$ cat src/rtl/legv8_pkg.sv
// Shared LEGv8 core definitions: ALU opcodes, NZCV flag positions and
// default datapath widths used by the execute-stage blocks.
package legv8_pkg;

    localparam int DATA_W_DEF = 32;
    localparam int OP_W_DEF   = 4;
    localparam int TAG_W_DEF  = 6;
    localparam int CNT_W_DEF  = 16;

    typedef enum logic [3:0] {
        ALU_ADD = 4'h0,
        ALU_SUB = 4'h1,
        ALU_AND = 4'h2,
        ALU_ORR = 4'h3,
        ALU_EOR = 4'h4,
        ALU_LSL = 4'h5,
        ALU_LSR = 4'h6,
        ALU_ASR = 4'h7
    } alu_op_e;

    // Bit positions inside the packed {n,z,c,v} flag nibble.
    localparam int NZCV_N = 3;
    localparam int NZCV_Z = 2;
    localparam int NZCV_C = 1;
    localparam int NZCV_V = 0;

endpackage

$ cat src/rtl/rr_arb2.sv
// Two-way round-robin arbiter; the pointer names the lane that wins the next
// tie and flips to the other lane after every grant.
module rr_arb2 (
    input  logic       clk,
    input  logic       reset,
    input  logic [1:0] req,
    input  logic       accept,
    output logic [1:0] gnt,
    output logic       rr_ptr
);

    always_comb begin
        gnt = 2'b00;
        if (accept) begin
            unique case (req)
                2'b01:   gnt = 2'b01;
                2'b10:   gnt = 2'b10;
                2'b11:   gnt = rr_ptr ? 2'b10 : 2'b01;
                default: gnt = 2'b00;
            endcase
        end
    end

    always_ff @(posedge clk) begin
        if (reset) begin
            rr_ptr <= 1'b0;
        end else if (|gnt) begin
            rr_ptr <= ~gnt[1];
        end
    end

endmodule

$ cat src/rtl/alu_issue_arbiter.sv
// Shares one integer ALU between two issue lanes: round-robin grant, operand
// steering, a one-entry result register toward writeback and a conflict counter.
module alu_issue_arbiter
    import legv8_pkg::*;
#(
    parameter int DATA_W = DATA_W_DEF,
    parameter int OP_W   = OP_W_DEF,
    parameter int TAG_W  = TAG_W_DEF,
    parameter int CNT_W  = CNT_W_DEF
) (
    input  logic                  clk,
    input  logic                  reset,
    input  logic                  enable,
    input  logic [1:0]            req_valid,
    output logic [1:0]            req_ready,
    input  logic [2*OP_W-1:0]     req_op,
    input  logic [2*DATA_W-1:0]   req_a,
    input  logic [2*DATA_W-1:0]   req_b,
    input  logic [1:0]            req_cin,
    input  logic [2*TAG_W-1:0]    req_tag,
    output logic [OP_W-1:0]       alu_opcode,
    output logic [DATA_W-1:0]     alu_a,
    output logic [DATA_W-1:0]     alu_b,
    output logic                  alu_cin,
    input  logic [DATA_W-1:0]     alu_result,
    input  logic [3:0]            alu_nzcv,
    output logic                  out_valid,
    input  logic                  out_ready,
    output logic [DATA_W-1:0]     out_result,
    output logic [3:0]            out_nzcv,
    output logic [TAG_W-1:0]      out_tag,
    output logic                  out_lane,
    output logic [CNT_W-1:0]      conflict_cnt
);

    localparam logic [CNT_W-1:0] CNT_ONE = 1;

    function automatic logic [CNT_W-1:0] sat_inc(input logic [CNT_W-1:0] v);
        return (&v) ? v : v + CNT_ONE;
    endfunction

    logic              accept;
    logic [1:0]        gnt;
    logic              grant;
    logic              rr_ptr;
    logic              sel;
    logic [TAG_W-1:0]  sel_tag;
    logic              vld_p1;
    logic [DATA_W-1:0] result_p1;
    logic [3:0]        nzcv_p1;
    logic [TAG_W-1:0]  tag_p1;
    logic              lane_p1;
    logic [CNT_W-1:0]  cnt_p1;

    // Gating with reset keeps the grant quiet in the reset cycle even when the
    // result register is being drained.
    assign accept = enable & ~reset & (~vld_p1 | out_ready);

    rr_arb2 u_rr_arb2 (
        .clk    (clk),
        .reset  (reset),
        .req    (req_valid),
        .accept (accept),
        .gnt    (gnt),
        .rr_ptr (rr_ptr)
    );

    assign grant     = |gnt;
    assign sel       = grant ? gnt[1] : rr_ptr;
    assign req_ready = gnt;

    always_comb begin
        alu_opcode = sel ? req_op[2*OP_W-1:OP_W]     : req_op[OP_W-1:0];
        alu_a      = sel ? req_a[2*DATA_W-1:DATA_W]  : req_a[DATA_W-1:0];
        alu_b      = sel ? req_b[2*DATA_W-1:DATA_W]  : req_b[DATA_W-1:0];
        alu_cin    = sel ? req_cin[1]                : req_cin[0];
        sel_tag    = sel ? req_tag[2*TAG_W-1:TAG_W]  : req_tag[TAG_W-1:0];
    end

    // ---- stage p1: result register toward writeback ----
    always_ff @(posedge clk) begin
        if (reset) begin
            vld_p1    <= 1'b0;
            result_p1 <= '0;
            nzcv_p1   <= '0;
            tag_p1    <= '0;
            lane_p1   <= 1'b0;
            cnt_p1    <= '0;
        end else begin
            if (grant) begin
                vld_p1    <= 1'b1;
                result_p1 <= alu_result;
                nzcv_p1   <= alu_nzcv;
                tag_p1    <= sel_tag;
                lane_p1   <= gnt[1];
            end else if (out_ready) begin
                vld_p1    <= 1'b0;
            end
            if (grant && (req_valid == 2'b11)) begin
                cnt_p1 <= sat_inc(cnt_p1);
            end
        end
    end

    assign out_valid    = vld_p1;
    assign out_result   = result_p1;
    assign out_nzcv     = nzcv_p1;
    assign out_tag      = tag_p1;
    assign out_lane     = lane_p1;
    assign conflict_cnt = cnt_p1;

endmodule

$ cat config.mk
export PLATFORM = sky130hd
export DESIGN_NAME = alu_issue_arbiter
export DESIGN_NICKNAME = d
export VERILOG_FILES = /design/src/rtl/legv8_pkg.sv /design/src/rtl/rr_arb2.sv /design/src/rtl/alu_issue_arbiter.sv
export SDC_FILE = /design/constraint.sdc
export NUM_CORES = 1
export LEC_CHECK = 0
export ABC_CLOCK_PERIOD_IN_PS = 4050
export BUFFER_PORTS_ARGS = -buffer_cell sky130_fd_sc_hd__buf_2
export CAP_MARGIN = 5
export CORE_AREA = 2 2 125 127
export CTS_CLUSTER_DIAMETER = 200
export CTS_CLUSTER_SIZE = 12
export DETAILED_ROUTE_END_ITERATION = 10
export DIE_AREA = 0 0 127 129
export GPL_TIMING_DRIVEN = 0
export SYNTH_ARGS = -nofsm -noshare
export SYNTH_HDL_FRONTEND = slang
export SYNTH_SLANG_ARGS = --single-unit
$ cat constraint.sdc
create_clock -name clk -period 4.05 [get_ports clk]
set_input_delay 0.81 -clock clk [delete_from_list [all_inputs] [get_ports clk]]
set_output_delay 0.81 -clock clk [all_outputs]
set_load 0.01 [all_outputs]
==> metrics.txt, run 1 <==
# TYPE chip_impl_metric gauge
chip_impl_info{name="outcome",value="complete, no violations"} 1
chip_impl_metric{name="drt-total-wl",unit="mm"} 16.5
chip_impl_metric{name="clock_period_minus_final_worst_setup_slack",unit="ps"} 3720
chip_impl_info{name="mostFrequentLayoutCell",value="sky130_fd_sc_hd__buf_2"} 1
chip_impl_metric{name="finish.net_count",unit=""} 907
chip_impl_metric{name="route.detailed.drc",unit=""} 0
chip_impl_metric{name="drt_first_iter_violations",unit=""} 176
chip_impl_metric{name="final_antenna_net_count",unit=""} 0
chip_impl_metric{name="die_w",unit="um"} 127
chip_impl_metric{name="cpPeakStageDelay",unit="ps"} 410
chip_impl_info{name="endpoint_kind",value="primary output"} 1
chip_impl_metric{name="netlist-cell-type-count",unit=""} 37
chip_impl_info{name="final_cell_mix",value="330 x sky130_fd_sc_hd__buf_2, 84 x sky130_fd_sc_hd__nand2_1, 72 x sky130_fd_sc_hd__mux2_2"} 1
chip_impl_info{name="path_category_of_the_worst_min_delay_check",value="flop to flop"} 1
chip_impl_metric{name="detailedPlace.worstSlack",unit="ps"} 260
chip_impl_metric{name="timing_worst_slew_pin_value",unit="ps"} 895
chip_impl_metric{name="power_leakage",unit="nW"} 2.62
chip_impl_metric{name="critPathBufInv",unit=""} 4
chip_impl_metric{name="synth_area_per_cell",unit="um2"} 8.60
chip_impl_info{name="synthFlopType",value="sky130_fd_sc_hd__dfxtp_1"} 1
chip_impl_info{name="critical_path.startpoint_type",value="primary input"} 1
chip_impl_metric{name="fmax",unit="MHz"} 269
chip_impl_info{name="clock_tree.root_cell",value="sky130_fd_sc_hd__clkbuf_16"} 1
chip_impl_metric{name="critPathArrivalTime",unit="ps"} 2910
chip_impl_metric{name="cp_data_required_time",unit="ps"} 3240
chip_impl_info{name="critPathMostFrequentCell",value="sky130_fd_sc_hd__buf_2"} 1
chip_impl_metric{name="place_congestion",unit=""} 0.833
chip_impl_metric{name="grt_pass1_vias",unit=""} 3869
chip_impl_metric{name="cts_resized",unit=""} 0
chip_impl_metric{name="holdPathStages",unit=""} 2
chip_impl_metric{name="path_clk_slew",unit="ps"} 50
chip_impl_metric{name="dr_vias",unit=""} 4136
chip_impl_info{name="timing.rr.end",value="conflict_cnt[1]"} 1
chip_impl_metric{name="core_area",unit="um2"} 15000
chip_impl_metric{name="final.setup.tns",unit="ps"} 0
chip_impl_info{name="worst_path_dominant_cell_family",value="buffers and inverters"} 1
chip_impl_metric{name="setup_buffers_after_cts",unit=""} 0
chip_impl_metric{name="globalRouteOverflowTotal",unit=""} 0
chip_impl_info{name="cts_tree",value="built"} 1
chip_impl_metric{name="post_synthesis_cells",unit=""} 381
chip_impl_metric{name="grt_pass1_wl",unit="mm"} 23.2
chip_impl_metric{name="cp_max_fo",unit=""} 10
chip_impl_metric{name="max_cap_violations",unit=""} 0
chip_impl_metric{name="totalPowerFinal",unit="mW"} 1.85
chip_impl_info{name="cp_cell_sequence",value="buf_2 -> nor2b_1 -> o31ai_1 -> a21oi_2 -> buf_2 -> buf_2 -> mux2_2 -> buf_2"} 1
chip_impl_metric{name="rel_slew_slack",unit=""} 0.398
chip_impl_metric{name="asr_flop_ratio_synth",unit=""} 0
chip_impl_metric{name="die_y",unit="um"} 129
chip_impl_metric{name="timing.final.hold_violations",unit=""} 0
chip_impl_metric{name="synth_seq_cells",unit=""} 61
chip_impl_metric{name="initial_core_util",unit=""} 0.219
chip_impl_metric{name="nFillCells",unit=""} 1654
chip_impl_info{name="grt_setup_unrepaired",value="false"} 1
chip_impl_metric{name="timing.final.ws_setup",unit="ps"} 332
chip_impl_info{name="critical_r2r_launch",value="conflict_cnt[9]"} 1
chip_impl_metric{name="dr.pass1.iters",unit=""} 4
chip_impl_metric{name="pin_count_of_the_biggest_net_entering_global_routing",unit=""} 12
chip_impl_metric{name="synth_edf_count",unit=""} 0
chip_impl_metric{name="drive_above_1_share",unit=""} 0.587
chip_impl_metric{name="rows",unit=""} 45
chip_impl_metric{name="viasPerCell",unit=""} 4.55
chip_impl_metric{name="cts_inserted_buffers",unit=""} 9
chip_impl_metric{name="setup_viol_count_final",unit=""} 0
chip_impl_metric{name="finalCritPeriodShare",unit=""} 0.918
chip_impl_metric{name="timing.reg2reg.worst_path_depth",unit=""} 4
chip_impl_metric{name="post_cts_hold_buffer_count",unit=""} 0
chip_impl_metric{name="synth_warnings",unit=""} 0
chip_impl_metric{name="clock_sinks",unit=""} 61
chip_impl_metric{name="syn_nets",unit=""} 574
chip_impl_metric{name="syn-cell-area",unit="um2"} 3280
chip_impl_metric{name="wl_per_cell",unit="um"} 18.1
chip_impl_metric{name="port-buffer-count",unit=""} 322
chip_impl_metric{name="floorplan.io_pins",unit=""} 323
chip_impl_metric{name="synth-seq-area-share",unit=""} 0.373
chip_impl_metric{name="half_perimeter_wire_length_of_the_detailed_placement_result",unit="mm"} 14.2
chip_impl_metric{name="p_per_area",unit="nW/um2"} 341
chip_impl_info{name="worst_hold_path.endpoint",value="out_result[7]"} 1
chip_impl_metric{name="report.final.slew_viol_count",unit=""} 0
chip_impl_metric{name="initial_antenna_violation_count",unit=""} 2
chip_impl_info{name="timing_worst_setup_path_type",value="primary input to primary output"} 1
chip_impl_metric{name="latest_clock_arrival_within_the_worst_skew_pair",unit="ps"} 330
chip_impl_metric{name="synthToLayoutAreaGrowth",unit="%"} 65.4
chip_impl_metric{name="cts_max_level",unit=""} 3
chip_impl_metric{name="fin_worst_skew",unit="ps"} 5.12
chip_impl_info{name="min_from",value="out_result[7]"} 1
chip_impl_metric{name="design.die.area",unit="um2"} 16400
chip_impl_metric{name="vdd.ir_drop.worst",unit="V"} 0.000198
chip_impl_metric{name="ctsLongestPathBuffers",unit=""} 2
chip_impl_info{name="worst_path_max_delay_cell",value="sky130_fd_sc_hd__mux2_2"} 1
chip_impl_metric{name="globalRouteTotalUtil",unit=""} 0.193
chip_impl_metric{name="reg2reg_setup_slack",unit="ps"} 2000
-- layer usage --
metal / share of wire / vias to the layer above / GRT usage
li1: - / 2035 / -
met1: 0.42 / 1897 / 0.240
met2: 0.49 / 187 / 0.326
met3: 0.073 / 17 / 0.0524
met4: 0.017 / 0 / 0.0627
met5: 0 / - / 0
-- cell usage after synthesis, types with 6 or more instances --
master	n	area share
sky130_fd_sc_hd__dfxtp_1	61	0.37
sky130_fd_sc_hd__mux2_2	72	0.25
sky130_fd_sc_hd__o22ai_1	6	0.011
sky130_fd_sc_hd__clkbuf_1	11	0.013
sky130_fd_sc_hd__a21oi_1	45	0.069
sky130_fd_sc_hd__nand3_1	6	0.0092
sky130_fd_sc_hd__nor4_1	6	0.011
sky130_fd_sc_hd__buf_2	8	0.012
sky130_fd_sc_hd__nand2_1	84	0.096
sky130_fd_sc_hd__inv_1	7	0.0080
sky130_fd_sc_hd__a211oi_1	6	0.014
sky130_fd_sc_hd__nor2_1	13	0.015
-- worst max-delay path by stage --
stage | endpoint | depth (start not counted) | slack (ps) | startpoint
finish | alu_b[23] | 8 | 330 | out_ready
global route | alu_b[23] | 8 | 130 | out_ready
CTS | alu_b[23] | 8 | 260 | out_ready
detailed placement | alu_b[23] | 8 | 260 | out_ready
global placement | alu_b[23] | 8 | 240 | out_ready
floorplan | alu_b[21] | 6 | 1030 | out_ready
-- worst min-delay path, delay by kind of cell, from the launching register on --
family | cells | cell delay, ps
DFF | 1 | 300
and+or+nand+nor | 1 | 50
AOI/OAI and AO/OA | 1 | 50
-- flip-flops by register name, summed over array words and instances, names as in the netlist --
signal	flops
out_lane	1
out_nzcv	4
out_result	32
out_tag	6
out_valid	1
u_rr_arb2.rr_ptr	1
conflict_cnt	16
-- through the flow --
stage	area [um2]	utilization	instances	hold WS [ps]
6_report	5420	0.362	909	451
5_1_grt	5420	0.362	909	468
4_1_cts	5420	0.362	907	451
3_5_place_dp	5120	0.342	891	443
3_3_place_gp	5120	0.342	891	439
2_1_floorplan	3280	-	381	481
-- power breakdown --
group / switching (mW) / internal, mW / total, mW
combinational: 0.243 / 0.217 / 0.460
clock: 0.281 / 0.474 / 0.755
sequential: 0.0102 / 0.622 / 0.632
-- cell type report --
| class | instances | area, um2 | share of cell area |
|---|---|---|---|
| multi-input cells | 290 | 1930 | 0.355 |
| plain buffers | 23 | 104 | 0.0192 |
| diodes | 2 | 5.00 | 0.000923 |
| inverters | 7 | 26.3 | 0.00485 |
| clock inverters | 6 | 63.8 | 0.0118 |
| clock buffers | 10 | 229 | 0.0422 |
| well taps | 188 | 235 | 0.0434 |
| repair buffers | 322 | 1610 | 0.297 |
| flip-flops and latches | 61 | 1220 | 0.225 |
-- cell families (layout without fill, tap and decap cells) --
family | Yosys count | after routing | share of synthesized area
compound gates | 78 | 78 | 0.139
fa+ha+maj | 1 | 1 | 0.00382
buf+inv | 30 | 368 | 0.0397
flops | 61 | 61 | 0.373
mux | 74 | 74 | 0.253
other cells | 0 | 2 | 0
simple gates | 137 | 137 | 0.191
No activity file was read; power rests on OpenSTA's default activity.
==> inputs of run 2 (changes only) <==
Settings changed: ABC_AREA set to 1, CORE_AREA 2 2 125 127 to unset, CORE_MARGIN set to 2, CORE_UTILIZATION set to 25, DIE_AREA 0 0 127 129 to unset.
==> run 2 against run 1 <==
Clock power up 18%. Hold slack better by 9.4 ps. Critical path type unchanged. Die area decreased by 4.0%. Maximum frequency grew 17%. Synthesized cell count increased by 60%. Via count increased by 23%.
==> metrics.txt, run 2 <==
# TYPE chip_impl_metric gauge
chip_impl_info{name="cp_cell_sequence",value="buf_6 -> inv_6 -> nand2_2 -> nor2_4 -> nand3_4 -> nand2_1 -> buf_4 -> buf_2 -> nand2_1 -> nand2_1 -> buf_2"} 1
chip_impl_metric{name="synth_seq_cells",unit=""} 61
chip_impl_metric{name="grt_pass1_wl",unit="mm"} 23.6
chip_impl_metric{name="max_cap_violations",unit=""} 0
chip_impl_metric{name="synth_top_cell_area_share",unit=""} 0.332
chip_impl_info{name="synth_largest_area_cell",value="sky130_fd_sc_hd__dfxtp_1"} 1
chip_impl_metric{name="port-buffer-count",unit=""} 321
chip_impl_info{name="post-synth-top-count-cell",value="sky130_fd_sc_hd__nand2_1"} 1
chip_impl_metric{name="path_clk_slew",unit="ps"} 60
chip_impl_metric{name="rows",unit=""} 44
chip_impl_info{name="outcome",value="complete, no violations"} 1
chip_impl_metric{name="dr_vias",unit=""} 5073
chip_impl_metric{name="drive_above_1_share",unit=""} 0.404
chip_impl_metric{name="post_cts_hold_buffer_count",unit=""} 0
chip_impl_metric{name="timing.final.hold_violations",unit=""} 0
chip_impl_metric{name="timing.reg2reg.worst_path_depth",unit=""} 10
chip_impl_metric{name="pin_count_of_the_biggest_net_entering_global_routing",unit=""} 13
chip_impl_metric{name="cts_resized",unit=""} 0
chip_impl_metric{name="detailedPlace.worstSlack",unit="ps"} 819
chip_impl_metric{name="route.detailed.drc",unit=""} 0
chip_impl_metric{name="totalPowerFinal",unit="mW"} 2.02
chip_impl_metric{name="syn-cell-area",unit="um2"} 3680
chip_impl_metric{name="netlist-cell-type-count",unit=""} 23
chip_impl_metric{name="floorplan.io_pins",unit=""} 323
chip_impl_metric{name="cts_max_level",unit=""} 3
chip_impl_metric{name="drt_first_iter_violations",unit=""} 234
chip_impl_metric{name="latest_clock_arrival_within_the_worst_skew_pair",unit="ps"} 330
chip_impl_metric{name="finalHoldWorstSlack",unit="ps"} 460
chip_impl_metric{name="initial_antenna_violation_count",unit=""} 2
chip_impl_info{name="cts_tree",value="built"} 1
chip_impl_metric{name="cpPeakStageDelay",unit="ps"} 230
chip_impl_metric{name="dr.pass1.iters",unit=""} 4
chip_impl_metric{name="place_congestion",unit=""} 0.871
chip_impl_metric{name="flip_flop_count_of_the_largest_register_after_layout",unit=""} 32
chip_impl_metric{name="synth_edf_count",unit=""} 0
chip_impl_metric{name="setup_buffers_after_cts",unit=""} 0
chip_impl_info{name="grt_setup_unrepaired",value="false"} 1
chip_impl_info{name="critical_r2r_launch",value="conflict_cnt[0]"} 1
chip_impl_metric{name="finalCritPeriodShare",unit=""} 0.784
chip_impl_metric{name="viasPerCell",unit=""} 4.47
chip_impl_metric{name="reg2reg_setup_slack",unit="ps"} 2130
chip_impl_info{name="synthFlopType",value="sky130_fd_sc_hd__dfxtp_1"} 1
chip_impl_metric{name="critPathBufInv",unit=""} 5
chip_impl_metric{name="final_antenna_net_count",unit=""} 0
chip_impl_metric{name="grt_pass1_vias",unit=""} 4647
chip_impl_metric{name="rel_slew_slack",unit=""} 0.634
chip_impl_metric{name="die_y",unit="um"} 125
chip_impl_metric{name="synth_area_per_cell",unit="um2"} 6.03
chip_impl_metric{name="final.setup.tns",unit="ps"} 0
chip_impl_metric{name="wl_per_cell",unit="um"} 13.5
chip_impl_metric{name="ctsLongestPathBuffers",unit=""} 2
chip_impl_metric{name="design.die.area",unit="um2"} 15700
chip_impl_metric{name="utilization",unit=""} 0.406
chip_impl_metric{name="clock_period_minus_final_worst_setup_slack",unit="ps"} 3170
chip_impl_metric{name="finish.net_count",unit=""} 1136
chip_impl_metric{name="clock_sinks",unit=""} 61
chip_impl_info{name="mostFrequentLayoutCell",value="sky130_fd_sc_hd__buf_2"} 1
chip_impl_metric{name="synthToLayoutAreaGrowth",unit="%"} 59.4
chip_impl_metric{name="synth-seq-area-share",unit=""} 0.332
chip_impl_metric{name="syn_nets",unit=""} 804
chip_impl_metric{name="cp_max_fo",unit=""} 10
chip_impl_metric{name="die_w",unit="um"} 125
chip_impl_info{name="path_category_of_the_worst_min_delay_check",value="flop to flop"} 1
chip_impl_metric{name="asr_flop_ratio_synth",unit=""} 0
chip_impl_info{name="endpoint_kind",value="primary output"} 1
chip_impl_metric{name="critPathArrivalTime",unit="ps"} 2360
chip_impl_metric{name="globalRouteOverflowTotal",unit=""} 0
chip_impl_info{name="worstSetupEndpoint",value="alu_b[20]"} 1
chip_impl_metric{name="fin_worst_skew",unit="ps"} 10.1
chip_impl_info{name="timing.critical_path.from",value="reset"} 1
chip_impl_metric{name="p_per_area",unit="nW/um2"} 344
chip_impl_metric{name="cts_inserted_buffers",unit=""} 9
chip_impl_metric{name="drt-total-wl",unit="mm"} 15.3
chip_impl_info{name="synth.cells.most_frequent",value="216 x sky130_fd_sc_hd__nand2_1, 94 x sky130_fd_sc_hd__nor2_1, 89 x sky130_fd_sc_hd__nand3_1, 61 x sky130_fd_sc_hd__dfxtp_1, 42 x sky130_fd_sc_hd__o21ai_0"} 1
chip_impl_metric{name="timing.final.ws_setup",unit="ps"} 876
chip_impl_metric{name="initial_core_util",unit=""} 0.254
chip_impl_metric{name="half_perimeter_wire_length_of_the_detailed_placement_result",unit="mm"} 12.3
chip_impl_info{name="critPathMostFrequentCell",value="sky130_fd_sc_hd__nand2_1"} 1
chip_impl_metric{name="power_leakage",unit="nW"} 3.33
chip_impl_metric{name="cp_data_required_time",unit="ps"} 3240
chip_impl_metric{name="setup_viol_count_final",unit=""} 0
chip_impl_metric{name="cp_num_cells",unit=""} 11
chip_impl_info{name="worst_path_max_delay_cell",value="sky130_fd_sc_hd__buf_2"} 1
chip_impl_metric{name="vdd.ir_drop.worst",unit="V"} 0.000240
chip_impl_metric{name="post_synthesis_cells",unit=""} 611
chip_impl_info{name="ys_top_cells_by_area",value="sky130_fd_sc_hd__dfxtp_1 33%, sky130_fd_sc_hd__nand2_1 22%, sky130_fd_sc_hd__nand3_1 12%"} 1
chip_impl_info{name="worst_path_dominant_cell_family",value="buffers and inverters"} 1
chip_impl_metric{name="core_area",unit="um2"} 14500
chip_impl_metric{name="fmax",unit="MHz"} 315
chip_impl_metric{name="synth_warnings",unit=""} 0
chip_impl_info{name="final_cell_mix",value="343 x sky130_fd_sc_hd__buf_2, 216 x sky130_fd_sc_hd__nand2_1, 94 x sky130_fd_sc_hd__nor2_1"} 1
chip_impl_info{name="clock_tree.root_cell",value="sky130_fd_sc_hd__clkbuf_16"} 1
chip_impl_metric{name="globalRouteTotalUtil",unit=""} 0.186
chip_impl_info{name="critical_path.startpoint_type",value="primary input"} 1
chip_impl_metric{name="timing_worst_slew_pin_value",unit="ps"} 549
chip_impl_info{name="timing_worst_setup_path_type",value="primary input to primary output"} 1
chip_impl_info{name="timing.rr.end",value="conflict_cnt[4]"} 1
chip_impl_metric{name="report.final.slew_viol_count",unit=""} 0
==> run 2: tightest hold or removal path, cell delays in order, from the launching register on <==
cell and delay [ps]:
sky130_fd_sc_hd__dfxtp_1 300, sky130_fd_sc_hd__nand2_1 60, sky130_fd_sc_hd__a21oi_1 50
==> run 2: layer usage <==
metal | GRT usage | share of wire | up-vias
met4 | 0.0856 | 0.031 | 0
met3 | 0.0466 | 0.074 | 31
met1 | 0.210 | 0.39 | 2228
li1 | - | - | 2626
met2 | 0.329 | 0.50 | 188
met5 | 0 | 0 | -
==> run 2: where the power goes <==
group          leakage (nW)  total, mW  switching [mW]  internal (mW)
combinational          2.66      0.476           0.269          0.207
sequential            0.499      0.651          0.0163          0.635
clock                 0.170      0.892           0.289          0.604
==> run 2: cells by family after synthesis <==
group,Yosys count,share of synthesized area
and+or+nand+nor,413,0.468
buffers and inverters,66,0.0863
AOI/OAI and AO/OA,64,0.0968
DFF,61,0.332
xor gates and xnor gates,6,0.0143
adders and majority gates,1,0.00340
==> run 2: cell type report <==
| class | instances | area, um2 |
|---|---|---|
| Antenna cell | 2 | 5.00 |
| Sequential cell | 61 | 1220 |
| Clock inverter | 7 | 121 |
| Clock buffer | 9 | 225 |
| Timing Repair Buffer | 321 | 1610 |
| Tap cell | 184 | 230 |
| Inverter | 26 | 103 |
| Buffer | 40 | 215 |
| Multi-Input combinational cell | 484 | 2140 |
| Fill cell | 1622 | 8610 |
==> run 2: worst min-delay path by stage <==
| stage | from | endpoint | slack [ps] | depth (start not counted) |
|---|---|---|---|---|
| 3_5_place_dp | out_lane | out_lane | 460 | 2 |
| 6_report | out_lane | out_lane | 460 | 2 |
| 5_1_grt | out_lane | out_lane | 470 | 2 |
| 2_1_floorplan | u_rr_arb2.rr_ptr | u_rr_arb2.rr_ptr | 450 | 2 |
| 3_3_place_gp | out_lane | out_lane | 450 | 2 |
| 4_1_cts | out_lane | out_lane | 460 | 2 |
==> run 2: stage by stage <==
stage	area [um2]	instances
after global routing	5870	1134
after CTS	5870	1132
final	5870	1134
after floorplan	3680	611
after global placement	5520	1116
after detailed placement	5520	1116
==> inputs of run 3 (changes only) <==
Settings changed: ABC_CLOCK_PERIOD_IN_PS 4050 to 2900.
Clock period 4.05 ns to 2.9 ns, I/O delays scaled along.
==> run 3 against run 2 <==
First-iteration DRC count did not move. Utilization barely moved. Final cell count did not move. Die area did not move. Sequential cell count did not move. Critical endpoint unchanged. Critical path depth did not move. Total power rose by 40%. Non-clock buffer count did not move. Sequential share of layout area barely moved. Register-to-register slack got worse by 1200 ps. Global-route usage did not move. Clock power rose by 40%.
==> metrics.txt, run 3 (synthesis gave the netlist of run 2 again) <==
# TYPE chip_impl_metric gauge
chip_impl_metric{name="grt_pass1_wl",unit="mm"} 23.6
chip_impl_info{name="timing_worst_setup_path_type",value="primary input to primary output"} 1
chip_impl_info{name="final_cell_mix",value="343 x sky130_fd_sc_hd__buf_2, 216 x sky130_fd_sc_hd__nand2_1, 94 x sky130_fd_sc_hd__nor2_1"} 1
chip_impl_metric{name="viasPerCell",unit=""} 4.47
chip_impl_metric{name="finalHoldWorstSlack",unit="ps"} 460
chip_impl_metric{name="pwr-share-clk",unit=""} 0.442
chip_impl_info{name="grt_setup_unrepaired",value="false"} 1
chip_impl_metric{name="power.switching_fraction",unit=""} 0.284
chip_impl_info{name="cp_cell_sequence",value="buf_6 -> inv_6 -> nand2_2 -> nor2_4 -> nand3_4 -> nand2_1 -> buf_4 -> buf_2 -> nand2_1 -> nand2_1 -> buf_2"} 1
chip_impl_metric{name="globalRouteTotalUtil",unit=""} 0.186
chip_impl_metric{name="route.detailed.drc",unit=""} 0
chip_impl_metric{name="clock_sinks",unit=""} 61
chip_impl_metric{name="totalPowerFinal",unit="mW"} 2.82
chip_impl_info{name="critPathMostFrequentCell",value="sky130_fd_sc_hd__nand2_1"} 1
chip_impl_metric{name="drt-total-wl",unit="mm"} 15.3
chip_impl_metric{name="flip_flop_count_of_the_largest_register_after_layout",unit=""} 32
chip_impl_metric{name="dr_vias",unit=""} 5067
chip_impl_metric{name="reg2reg_setup_slack",unit="ps"} 980
chip_impl_metric{name="timing.final.ws_setup",unit="ps"} 186
chip_impl_metric{name="timing_worst_slew_pin_value",unit="ps"} 549
chip_impl_info{name="cts_tree",value="built"} 1
chip_impl_info{name="outcome",value="complete, no violations"} 1
chip_impl_metric{name="latest_clock_arrival_within_the_worst_skew_pair",unit="ps"} 330
chip_impl_metric{name="critPathBufInv",unit=""} 5
chip_impl_metric{name="finalCritPeriodShare",unit=""} 0.936
chip_impl_metric{name="setup_viol_count_final",unit=""} 0
chip_impl_metric{name="globalRouteOverflowTotal",unit=""} 0
chip_impl_info{name="worst_path_max_delay_cell",value="sky130_fd_sc_hd__buf_2"} 1
chip_impl_metric{name="floorplan.io_pins",unit=""} 323
chip_impl_metric{name="clock_period_minus_final_worst_setup_slack",unit="ps"} 2710
chip_impl_metric{name="port-buffer-count",unit=""} 321
chip_impl_metric{name="nFillCells",unit=""} 1624
chip_impl_info{name="mostFrequentLayoutCell",value="sky130_fd_sc_hd__buf_2"} 1
chip_impl_metric{name="place_congestion",unit=""} 0.871
chip_impl_metric{name="pin_count_of_the_biggest_net_entering_global_routing",unit=""} 13
chip_impl_metric{name="setup_buffers_after_cts",unit=""} 0
chip_impl_metric{name="drive_above_1_share",unit=""} 0.405
chip_impl_metric{name="synthToLayoutAreaGrowth",unit="%"} 59.4
chip_impl_metric{name="p_per_area",unit="nW/um2"} 480
chip_impl_info{name="clock_tree.root_cell",value="sky130_fd_sc_hd__clkbuf_16"} 1
chip_impl_metric{name="critPathArrivalTime",unit="ps"} 2130
chip_impl_metric{name="cp_data_required_time",unit="ps"} 2320
chip_impl_metric{name="grt_pass1_vias",unit=""} 4647
chip_impl_metric{name="vdd.ir_drop.worst",unit="V"} 0.000335
chip_impl_metric{name="drt_first_iter_violations",unit=""} 234
chip_impl_metric{name="initial_core_util",unit=""} 0.254
chip_impl_metric{name="timing.final.hold_violations",unit=""} 0
chip_impl_metric{name="fin_worst_skew",unit="ps"} 10.1
chip_impl_info{name="endpoint_kind",value="primary output"} 1
chip_impl_info{name="path_category_of_the_worst_min_delay_check",value="flop to flop"} 1
chip_impl_metric{name="wl_per_cell",unit="um"} 13.5
chip_impl_metric{name="fmax",unit="MHz"} 368
chip_impl_info{name="critical_path.startpoint_type",value="primary input"} 1
chip_impl_metric{name="area_used_by_multi_input_combinational_logic",unit="um2"} 2140
chip_impl_metric{name="seq_power_share",unit=""} 0.322
chip_impl_metric{name="final.setup.tns",unit="ps"} 0
chip_impl_metric{name="utilization",unit=""} 0.406
chip_impl_metric{name="final_cells",unit=""} 1134
chip_impl_metric{name="dpl.cell_count",unit=""} 1116
chip_impl_metric{name="placement.cell_area",unit="um2"} 5520
chip_impl_metric{name="post_layout_instance_area",unit="um2"} 5870
chip_impl_metric{name="half_perimeter_wire_length_of_the_detailed_placement_result",unit="mm"} 12.3
chip_impl_metric{name="ctsLongestPathBuffers",unit=""} 2
chip_impl_metric{name="path_clk_slew",unit="ps"} 60
chip_impl_metric{name="cts_inserted_buffers",unit=""} 9
chip_impl_metric{name="design.die.area",unit="um2"} 15700
chip_impl_metric{name="rel_slew_slack",unit=""} 0.634
chip_impl_metric{name="cts_max_level",unit=""} 3
chip_impl_metric{name="internal-power",unit="mW"} 2.02
chip_impl_metric{name="final_antenna_net_count",unit=""} 0
chip_impl_metric{name="die_y",unit="um"} 125
chip_impl_metric{name="rows",unit=""} 44
chip_impl_metric{name="initial_antenna_violation_count",unit=""} 2
chip_impl_metric{name="die_w",unit="um"} 125
chip_impl_metric{name="core_area",unit="um2"} 14500
chip_impl_metric{name="power_leakage",unit="nW"} 3.33
chip_impl_metric{name="cp_max_fo",unit=""} 10
chip_impl_metric{name="cpPeakStageDelay",unit="ps"} 230
chip_impl_metric{name="power.net_switching",unit="mW"} 0.802
chip_impl_metric{name="max_cap_violations",unit=""} 0
chip_impl_metric{name="detailedPlace.worstSlack",unit="ps"} 129
chip_impl_metric{name="power.share.combinational",unit=""} 0.236
chip_impl_metric{name="regArea",unit="um2"} 1220
chip_impl_metric{name="dr.pass1.iters",unit=""} 4
chip_impl_metric{name="report.final.slew_viol_count",unit=""} 0
chip_impl_metric{name="finish.net_count",unit=""} 1136
chip_impl_info{name="worst_path_dominant_cell_family",value="buffers and inverters"} 1
[run 3: cell count changes in the layout (fill, tap and decap cells not counted)]
| cell | before | now |
|---|---|---|
| sky130_fd_sc_hd__buf_1 | 1 | 0 |
| sky130_fd_sc_hd__clkbuf_2 | 0 | 1 |
[run 3: repair_timing]
| action | in CTS | in global routing |
|---|---|---|
| endpoints found under the hold margin | 0 | 0 |
| resized for setup | 0 | 1 |
| hold buffers | 0 | 0 |
| endpoints found under the setup margin | 0 | 8 |
[run 3: final cells by class]
type	instances	share of cell area
clock inverters	7	0.0207
repair buffers	321	0.274
well taps	184	0.0392
clock buffers	9	0.0383
plain buffers	40	0.0369
flip-flops and latches	61	0.208
inverters	26	0.0175
diodes	2	0.000852
multi-input cells	484	0.365
[run 3: power by group through the flow]
stage	combinational, mW	sequential, mW	clock [mW]
after floorplan	0.303	0.949	0
after global placement	0.671	0.926	0
final	0.665	0.910	1.25
after global routing	0.744	0.915	1.32
after CTS	0.675	0.910	1.28
after detailed placement	0.674	0.926	0
[run 3: metal layers]
layer	vias up	wire length, um	track usage
met5	-	0	0
met4	0	467	0.0856
met3	31	1090	0.0466
met2	183	7650	0.329
met1	2227	6080	0.210
li1	2626	-	-
[run 3: worst register-to-register path, cell delays in order, from the launching register on]
cell	delay [ps]
sky130_fd_sc_hd__dfxtp_1	440
sky130_fd_sc_hd__ha_1	290
sky130_fd_sc_hd__nand3_1	150
sky130_fd_sc_hd__inv_2	100
sky130_fd_sc_hd__nand2_1	130
sky130_fd_sc_hd__nor2_4	170
sky130_fd_sc_hd__inv_1	60
sky130_fd_sc_hd__nand2_2	110
sky130_fd_sc_hd__buf_4	200
sky130_fd_sc_hd__nand2_1	80
sky130_fd_sc_hd__a21oi_2	110
[run 3: worst paths after layout]
| path | startpoint | end | depth (start not counted) |
|---|---|---|---|
| max | reset | alu_b[20] | 11 |
| min | out_lane | out_lane | 2 |
| max reg2reg | conflict_cnt[0] | conflict_cnt[4] | 10 |
| min reg2reg | out_lane | out_lane | 2 |
